===== src/rtl/ss_bus_router.sv =====
// Savestate bus router: splits the flat word space into register bank / video RAM, returns reads after RAM_LATENCY+2 cycles.
// Writes strobe one cycle after bus_wren; no backpressure (fixed latency). Also stops the CPU at an instruction boundary for ss_halt.
`timescale 1ns/1ps
module ss_bus_router #(
   parameter logic [7:0] VRAM_START  = 8'h10,
   parameter logic [7:0] VRAM_END    = 8'h74,
   parameter int         RAM_LATENCY = 2
) (
   input  logic        clk_sys,
   input  logic        reset,
   input  logic [31:0] bus_in,
   input  logic [7:0]  bus_addr,
   input  logic        bus_wren,
   input  logic        bus_reset_n,
   output logic [31:0] bus_out,
   input  logic        ss_halt,
   output logic        ss_ready,
   input  logic        cpu_boundary,
   output logic        cpu_clk_en,
   output logic [7:0]  reg_addr,
   output logic        reg_wren,
   output logic [31:0] reg_wdata,
   input  logic [31:0] reg_q,
   output logic        reg_default,
   output logic [6:0]  vram_addr,
   output logic        vram_wren,
   output logic [31:0] vram_wdata,
   input  logic [31:0] vram_q,
   output logic        ss_addr_err
);

   typedef struct packed {
      logic        wren;
      logic [7:0]  addr;
      logic [31:0] dat;
   } wr_req_t;

   typedef enum logic [1:0] {
      CLS_REG  = 2'd0,
      CLS_VRAM = 2'd1,
      CLS_NONE = 2'd2
   } addr_cls_t;

   typedef enum logic [1:0] {
      ST_RUN      = 2'd0,
      ST_WAIT_BND = 2'd1,
      ST_HALTED   = 2'd2
   } halt_st_t;

   wr_req_t     r_req;
   logic [6:0]  r_vram_addr;
   addr_cls_t   w_cls;
   logic        w_in_vram;
   logic [6:0]  w_vram_off;
   addr_cls_t   r_cls_pipe [RAM_LATENCY];
   logic [31:0] r_q_pipe   [RAM_LATENCY];
   logic [31:0] r_bus_out;
   logic        r_reg_default;
   logic        r_addr_err;
   halt_st_t    r_state;
   halt_st_t    w_state_nxt;
   logic        r_cpu_clk_en;
   logic        w_cpu_clk_en_nxt;
   logic        r_ss_ready;
   logic        w_ss_ready_nxt;

   // Class of the registered address; drives both the write strobes and the read pipeline.
   always_comb begin
      w_cls = CLS_NONE;
      if (r_req.addr < VRAM_START)
         w_cls = CLS_REG;
      else if (r_req.addr < VRAM_END)
         w_cls = CLS_VRAM;
   end

   // Out-of-window addresses park the RAM on word 0 so it never sees an index past its depth.
   assign w_in_vram  = (bus_addr >= VRAM_START) && (bus_addr < VRAM_END);
   assign w_vram_off = bus_addr[6:0] - VRAM_START[6:0];

   always_ff @(posedge clk_sys) begin
      if (reset) begin
         r_req       <= '0;
         r_vram_addr <= '0;
      end else begin
         r_req.wren  <= bus_wren;
         r_req.addr  <= bus_addr;
         r_req.dat   <= bus_in;
         r_vram_addr <= w_in_vram ? w_vram_off : 7'd0;
      end
   end

   assign reg_addr   = r_req.addr;
   assign reg_wdata  = r_req.dat;
   assign reg_wren   = r_req.wren && (w_cls == CLS_REG);
   assign vram_addr  = r_vram_addr;
   assign vram_wdata = r_req.dat;
   assign vram_wren  = r_req.wren && (w_cls == CLS_VRAM);

   // Register-bank data rides the same depth as the RAM so every class has equal latency.
   always_ff @(posedge clk_sys) begin
      if (reset) begin
         for (int i = 0; i < RAM_LATENCY; i++) begin
            r_cls_pipe[i] <= CLS_NONE;
            r_q_pipe[i]   <= '0;
         end
      end else begin
         r_cls_pipe[0] <= w_cls;
         r_q_pipe[0]   <= reg_q;
         for (int i = 1; i < RAM_LATENCY; i++) begin
            r_cls_pipe[i] <= r_cls_pipe[i-1];
            r_q_pipe[i]   <= r_q_pipe[i-1];
         end
      end
   end

   always_ff @(posedge clk_sys) begin
      if (reset || !bus_reset_n) begin
         r_bus_out <= '0;
      end else begin
         case (r_cls_pipe[RAM_LATENCY-1])
            CLS_REG:  r_bus_out <= r_q_pipe[RAM_LATENCY-1];
            CLS_VRAM: r_bus_out <= vram_q;
            default:  r_bus_out <= '0;
         endcase
      end
   end

   always_ff @(posedge clk_sys) begin
      if (reset) begin
         r_reg_default <= 1'b0;
         r_addr_err    <= 1'b0;
      end else begin
         r_reg_default <= ~bus_reset_n;
         if (!bus_reset_n)
            r_addr_err <= 1'b0;
         else if (r_req.wren && (w_cls == CLS_NONE))
            r_addr_err <= 1'b1;
      end
   end

   assign bus_out     = r_bus_out;
   assign reg_default = r_reg_default;
   assign ss_addr_err = r_addr_err;

   // Halt handshake: the CPU is only ever stopped on an instruction boundary, so there is no timeout.
   always_comb begin
      w_state_nxt      = r_state;
      w_cpu_clk_en_nxt = r_cpu_clk_en;
      w_ss_ready_nxt   = r_ss_ready;
      case (r_state)
         ST_RUN: begin
            w_cpu_clk_en_nxt = 1'b1;
            w_ss_ready_nxt   = 1'b0;
            if (ss_halt)
               w_state_nxt = ST_WAIT_BND;
         end
         ST_WAIT_BND: begin
            if (!ss_halt) begin
               w_state_nxt = ST_RUN;
            end else if (cpu_boundary) begin
               w_state_nxt      = ST_HALTED;
               w_cpu_clk_en_nxt = 1'b0;
               w_ss_ready_nxt   = 1'b1;
            end
         end
         ST_HALTED: begin
            w_cpu_clk_en_nxt = 1'b0;
            w_ss_ready_nxt   = 1'b1;
            if (!ss_halt) begin
               w_state_nxt      = ST_RUN;
               w_cpu_clk_en_nxt = 1'b1;
               w_ss_ready_nxt   = 1'b0;
            end
         end
         default: begin
            w_state_nxt      = ST_RUN;
            w_cpu_clk_en_nxt = 1'b1;
            w_ss_ready_nxt   = 1'b0;
         end
      endcase
   end

   always_ff @(posedge clk_sys) begin
      if (reset) begin
         r_state      <= ST_RUN;
         r_cpu_clk_en <= 1'b1;
         r_ss_ready   <= 1'b0;
      end else begin
         r_state      <= w_state_nxt;
         r_cpu_clk_en <= w_cpu_clk_en_nxt;
         r_ss_ready   <= w_ss_ready_nxt;
      end
   end

   assign cpu_clk_en = r_cpu_clk_en;
   assign ss_ready   = r_ss_ready;

endmodule


===== config.mk =====
export PLATFORM = sky130hd
export DESIGN_NAME = ss_bus_router
export DESIGN_NICKNAME = d
export VERILOG_FILES = /design/src/rtl/ss_bus_router.sv
export SDC_FILE = /design/constraint.sdc
export NUM_CORES = 1
export LEC_CHECK = 0
export BUFFER_PORTS_ARGS = -buffer_cell sky130_fd_sc_hd__buf_2
export CAP_MARGIN = 30
export CORE_MARGIN = 3
export CORE_UTILIZATION = 36
export CTS_CLUSTER_DIAMETER = 40
export DETAILED_ROUTE_END_ITERATION = 8
export PLACE_DENSITY = 0.59
export SLEW_MARGIN = 20
export SYNTH_ARGS = -nofsm -noshare
export SYNTH_HDL_FRONTEND = slang
export SYNTH_SLANG_ARGS = --single-unit
export TNS_END_PERCENT = 10

===== constraint.sdc =====
create_clock -name clk_sys -period 1.6 [get_ports clk_sys]
set_input_delay 0.32 -clock clk_sys [delete_from_list [all_inputs] [get_ports clk_sys]]
set_output_delay 0.32 -clock clk_sys [all_outputs]
set_load 0.01 [all_outputs]

Word-level counts from Yosys, hierarchy flattened

Memories as Yosys holds them, arrays and structs flattened.
Index checks and enable logic that the tools add are counted.

$add $sub $neg: 1
$lt $le $gt $ge: 4
Muxes and demuxes: 23
Bitwise gates (word level): 6
Equality and inequality tests: 10
Reductions and logical operators: 13

Operators with widths:

| kind                                                              | number |
|---|---|
| 2-to-1 mux 32 bit                                                 | 2 |
| case mux 32 bit (2 select lines)                                  | 1 |
| < comparator 8 x 7 -> 1 bit, second input constant                | 2 |
| 2-to-1 mux 2 bit                                                  | 8 |
| 2-to-1 mux 1 bit                                                  | 9 |
| greater-or-equal comparator 8 x 5 -> 1 bit, second input constant | 1 |
| < comparator 8 x 5 -> 1 bit, second input constant                | 1 |
| inequality test 2 bit, second input constant                      | 4 |
| subtractor 7 x 5 -> 7 bit, second input constant                  | 1 |
| == test 2 x 1 -> 1 bit, second input constant                     | 3 |
| logical NOT 2 bit                                                 | 3 |
| case mux 2 bit (3 select lines)                                   | 1 |
| == test 2 bit, second input constant                              | 2 |
| logical AND 1 bit                                                 | 4 |
| OR 1 bit                                                          | 4 |
| case mux 1 bit (2 select lines)                                   | 2 |
| OR reduction 2 bit                                                | 2 |
| inequality test 3 bit, second input constant                      | 1 |
| AND reduction 3 bit                                               | 1 |
| NOT 1 bit                                                         | 2 |
| AND reduction 2 bit                                               | 1 |
| logical NOT 1 bit                                                 | 1 |
| logical OR 1 bit                                                  | 1 |

Bits in writable memories: 68
Flip-flop bits (word level): 86
Input bits: 110
Memories kept: 2

Memory list:

| memory     | depth | bits a word | rd ports | clocked after Yosys merged registers in | wr ports | line | source |
|---|---|---|---|---|---|---|---|
| r_q_pipe   | 2     | 32          | 2        | 0                                       | 2        | 56   | `logic [31:0] r_q_pipe [RAM_LATENCY];` |
| r_cls_pipe | 2     | 2           | 2        | 0                                       | 2        | 55   | `addr_cls_t r_cls_pipe [RAM_LATENCY];` |

Logic depth before layout (Yosys ltp)

Word-level depth: 5
Depth in mapped cells: 5
Depth with buffers taken out: 5

Least setup slack after synthesis

No wires, ideal clock.

Path type: input to register
From: input port bus_addr[5]
To: register r_vram_addr[2], in the netlist vram_addr[2]
Arrival time: 1.239 ns
Stages: 5
Setup slack: 0.223 ns
Path buffers: 0
Required time: 1.462 ns
Cell sequence: inv_1 > ha_1 > nor2b_1 > a21boi_0 > nor3b_1

Longest elaborated chain between the ends: 4
Elaborated cells between the ends (all ways): 5

Ends and longest elaborated chain:

| what                                                                                      | line | source |
|---|---|---|
| start, declared                                                                           | 12   | `input logic [7:0] bus_addr,` |
| greater-or-equal comparator 8 x 5 -> 1 bit or < comparator 8 x 7 -> 1 bit (tied branches) | 77   | `assign w_in_vram = (bus_addr >= VRAM_START) && (bus_addr < VRAM_END);` |
| logical AND 1 bit *                                                                       | 77   |  |
| NOT 1 bit (no line) *                                                                     | n/a  |  |
| OR reduction 2 bit (no line) *                                                            | n/a  |  |
| end signal, assigned                                                                      | 88   | `r_vram_addr <= w_in_vram ? w_vram_off : 7'd0;` |
| end, declared                                                                             | 51   | `logic [6:0] r_vram_addr;` |

Mark *: on every way between the ends. The rest lies on a longest branch, timed or not.
A chain may end at the register's enable or synchronous reset.

Worst setup path in the final report

From: register r_req (netlist bit reg_addr[3])
To: output port vram_wren

Longest elaborated chain between the ends: 5
Elaborated cells between the ends (all ways): 6

Ends and longest elaborated chain:

| what                        | line | source |
|---|---|---|
| start, declared             | 50   | `wr_req_t r_req;` |
| < comparator 8 x 7 -> 1 bit | 72   | `else if (r_req.addr < VRAM_END)` |
| 2-to-1 mux 2 bit            | 72   |  |
| 2-to-1 mux 2 bit *          | 70   | `if (r_req.addr < VRAM_START)` |
| == test 2 x 1 -> 1 bit *    | 97   | `assign vram_wren = r_req.wren && (w_cls == CLS_VRAM);` |
| logical AND 1 bit *         | 97   |  |
| end, declared               | 26   | `output logic vram_wren,` |

Marks and branches as above.

==> run metrics <==
status=finished, violations left; failing checks=setup timing; synthesized area=5280 um2; relative slew slack=0.716; Crit. End Element=output port; Fill cells=1309; worst reg2reg path depth=5; initial detailed-routing violation count=101; Post-Synth Simple-Gate Area=0.191; TritonCTS clock tree=built; Post-synth ARST share=0; Root Driver=clkbuf_16; reg2reg setup slack=approximately 0.14 ns; area delta synth->final=26.8%; Die ar.=16200 um2; mux cell area share after synthesis=0.0666; PnR Total Power=roughly 8.7 mW; Cell Rows=43; Max clock buf depth=2; worst slack, placed=around 0.08 ns; Ant. Diodes=0; Synth Warn #=0; CP startpoint=reg_addr[3]$_SDFF_PP0_; max_cap viols=0; required time of the critical path=1.28 ns; Synth Area in XOR/XNOR=0.00166; wire length of the first global-routing pass=between 15 and 20 mm; RSZ-0062 raised after global routing=true; Tot GR Track Use=0.130; GR Overflow Total=0; post-layout min period=~1.7 ns; synth unique cells=33; Reg-to-Reg Start=r_state[1]$_SDFFE_PP0P_; kind of critical path=reg2out; CP max FO=2; top cell type's share of synthesized area=0.584; ratio of cells with drive above 1 in the final layout=0.437; syn_nets=around 600; Final Setup Violations=2; most numerous cell in the Yosys netlist=dfxtp_1; Worst IR Drop VDD=roughly 700 uV; most instantiated cells after synthesis=dfxtp_1, nor2b_1, buf_4, mux2i_1, nor2_1; # IOs=227; Syn Inst Count=between 400 and 500; Avg WL per Cell=~13 um; Worst setup endpoint=vram_wren; Syn Area/Cell=between 10 and 15 um2; Slowest cell on crit path=dfxtp_2; synthesized flop and latch total=154; leading area contributor after synthesis=dfxtp_1; clk sinks=154; DR DRC count=0; ys flop type=dfxtp_1; largest net degree at the start of global routing=between 50 and 60; Final ANT Viol Nets=0; Vias=between 3000 and 4000; crit-path cells=o2111a_2 > nor4b_4 > buf_2; Startpoint Class=flip-flop; fin worst setup slack=-0.101 ns; IO buf count=226; Reg area=roughly 3100 um2; Post-CTS Hold Buffers=0; gpl congestion=0.753; largest family of logic cells by synthesized area=simple AND/OR/NAND/NOR gates; Final Skew=between 0.007 and 0.008 ns; core area=~14000 um2; vias per std cell=between 4 and 5; Final Hold Viols=0; # nets final=roughly 750; Seq/Total Area, Yosys=0.584; HPWL after DPL=approximately 7.7 mm; post-synthesis compound-gate area fraction=0.0104; worst-margin pin slew=between 0.4 and 0.5 ns; clock transition at the registers of the reported paths=around 0.05 ns; Reg2Reg Capture Point=cpu_clk_en$_SDFFE_PP1P_; CP max stage delay=roughly 0.32 ns; hold path start=bus_reset_n; Final Cycle Share=1.06; Starting Density=0.375; CTS HTree Levels=4; Skew-Pair Late Insertion Delay=roughly 0.4 ns; critical path arrival=between 1 and 1.5 ns; area of the multi-input gates=between 1500 and 2000 um2; antenna violations before repair=0; Post-synth EDFFs=0; CTS Buf Count=17; vias in the first global route=between 3000 and 4000; path type of the worst min-delay path=in2reg; die height=~130 um; fmax=slightly below 600 MHz; Adder-Cell Fraction of Synth Area=0.0166; fin. max-slew vios=0; Power Density=approximately 1300 nW/um2; drt total wl=~11 mm; largest cells by area after synthesis=dfxtp_1, nor2b_1, buf_4; Die W=between 100 and 150 um; leakage=3.11 nW; DR pass1 iterations=4
==> worst max-delay path, delay by kind of cell (launching register included) <==
family | cells | cell delay [ns]
buffers and inverters | 1 | 0.17
and+or+nand+nor | 1 | 0.20
AOI/OAI and AO/OA | 1 | 0.29
DFF | 1 | 0.32
==> report_power, final <==
| group | switching (mW) | total (mW) | internal [mW] |
|---|---|---|---|
| Sequential | 0.0586 | 4.06 | 4.00 |
| Clock | 1.45 | 4.02 | 2.57 |
| Combinational | 0.316 | 0.652 | 0.336 |
==> cell families after synthesis <==
| family | after synthesis |
|---|---|
| and+or+nand+nor | 172 |
| DFF | 154 |
| buffers and inverters | 99 |
| muxes | 35 |
| AOI/OAI and AO/OA | 8 |
| adders and majority gates | 7 |
| xor gates and xnor gates | 1 |
==> stage by stage <==
step           cell area [um2]  hold slack (ns)   util  std cells  setup TNS [ns]
4_1_cts                   6680           0.0782  0.474        827          -0.260
3_3_place_gp              6050            0.401  0.429        795               0
6_report                  6700           0.0945  0.475        827          -0.176
5_1_grt                   6700           0.0918  0.475        827          -0.347
2_1_floorplan             5280            0.387      -        476               0
3_5_place_dp              6050            0.413  0.429        795               0
==> sequential cells by signal, indices dropped and copies added, names as in the netlist, 2 cells and up <==
signal,cells
reg_wdata,32
reg_addr,8
r_q_pipe,64
vram_addr,7
bus_out,32
r_state,2
r_cls_pipe,4
==> repair_timing <==
| item | 4_1_cts | 5_1_grt |
|---|---|---|
| setup buffers | 1 | 0 |
| pin swaps | 1 | 2 |
| resized for setup | 4 | 3 |
| gates cloned | 0 | 0 |
| setup endpoints to repair | 2 | 2 |
==> layer usage <==
| layer | GRT usage | part of all wire | vias up |
|---|---|---|---|
| met5 | 0 | 0 | - |
| met4 | 0.0656 | 0.021 | 0 |
| met3 | 0.0452 | 0.077 | 19 |
| met2 | 0.223 | 0.48 | 143 |
| met1 | 0.142 | 0.42 | 1558 |
| li1 | - | - | 1745 |
==> placed cells by master, fill, tap and decap left out, types with 2 or more instances in the layout <==
master     netlist  routed
a31oi_1          3       3
buf_12           0       2
buf_2            5     225
buf_4           72       7
bufinv_16        0       2
clkbuf_16        0      17
clkbuf_8         0       7
clkinv_2         0       3
dfxtp_1        154     151
dfxtp_2          0       3
ha_1             7       7
inv_1            5       5
mux2i_1         34      34
nand2b_1         3       3
nand4_1          2       2
nor2_1          30      30
nor2_2          10      10
nor2b_1        106     106
nor3_1           5       4
nor3b_1          4       4
or2_2            2       2
==> cell type report <==
type                       instances  area share
tap                              180      0.0336
inverter                           5     0.00280
sequential                       154       0.461
multi-input combinational        223       0.230
clock inverter                     6      0.0125
clock buffer                      25      0.0784
timing repair buffer             234       0.182
==> worst min-delay path by stage <==
| stage | to | slack, ns | cells past startpoint |
|---|---|---|---|
| 2_1_floorplan | reg_default$_SDFF_PP0_ | 0.39 | 1 |
| 3_3_place_gp | r_cls_pipe[0][3]$_SDFF_PP1_ | 0.40 | 1 |
| 3_5_place_dp | r_cls_pipe[0][3]$_SDFF_PP1_ | 0.41 | 1 |
| 4_1_cts | reg_default$_SDFF_PP0_ | 0.08 | 2 |
| 5_1_grt | reg_default$_SDFF_PP0_ | 0.09 | 2 |
| 6_report | reg_default$_SDFF_PP0_ | 0.09 | 2 |
Note: power is estimated with default switching activity, not from simulation.
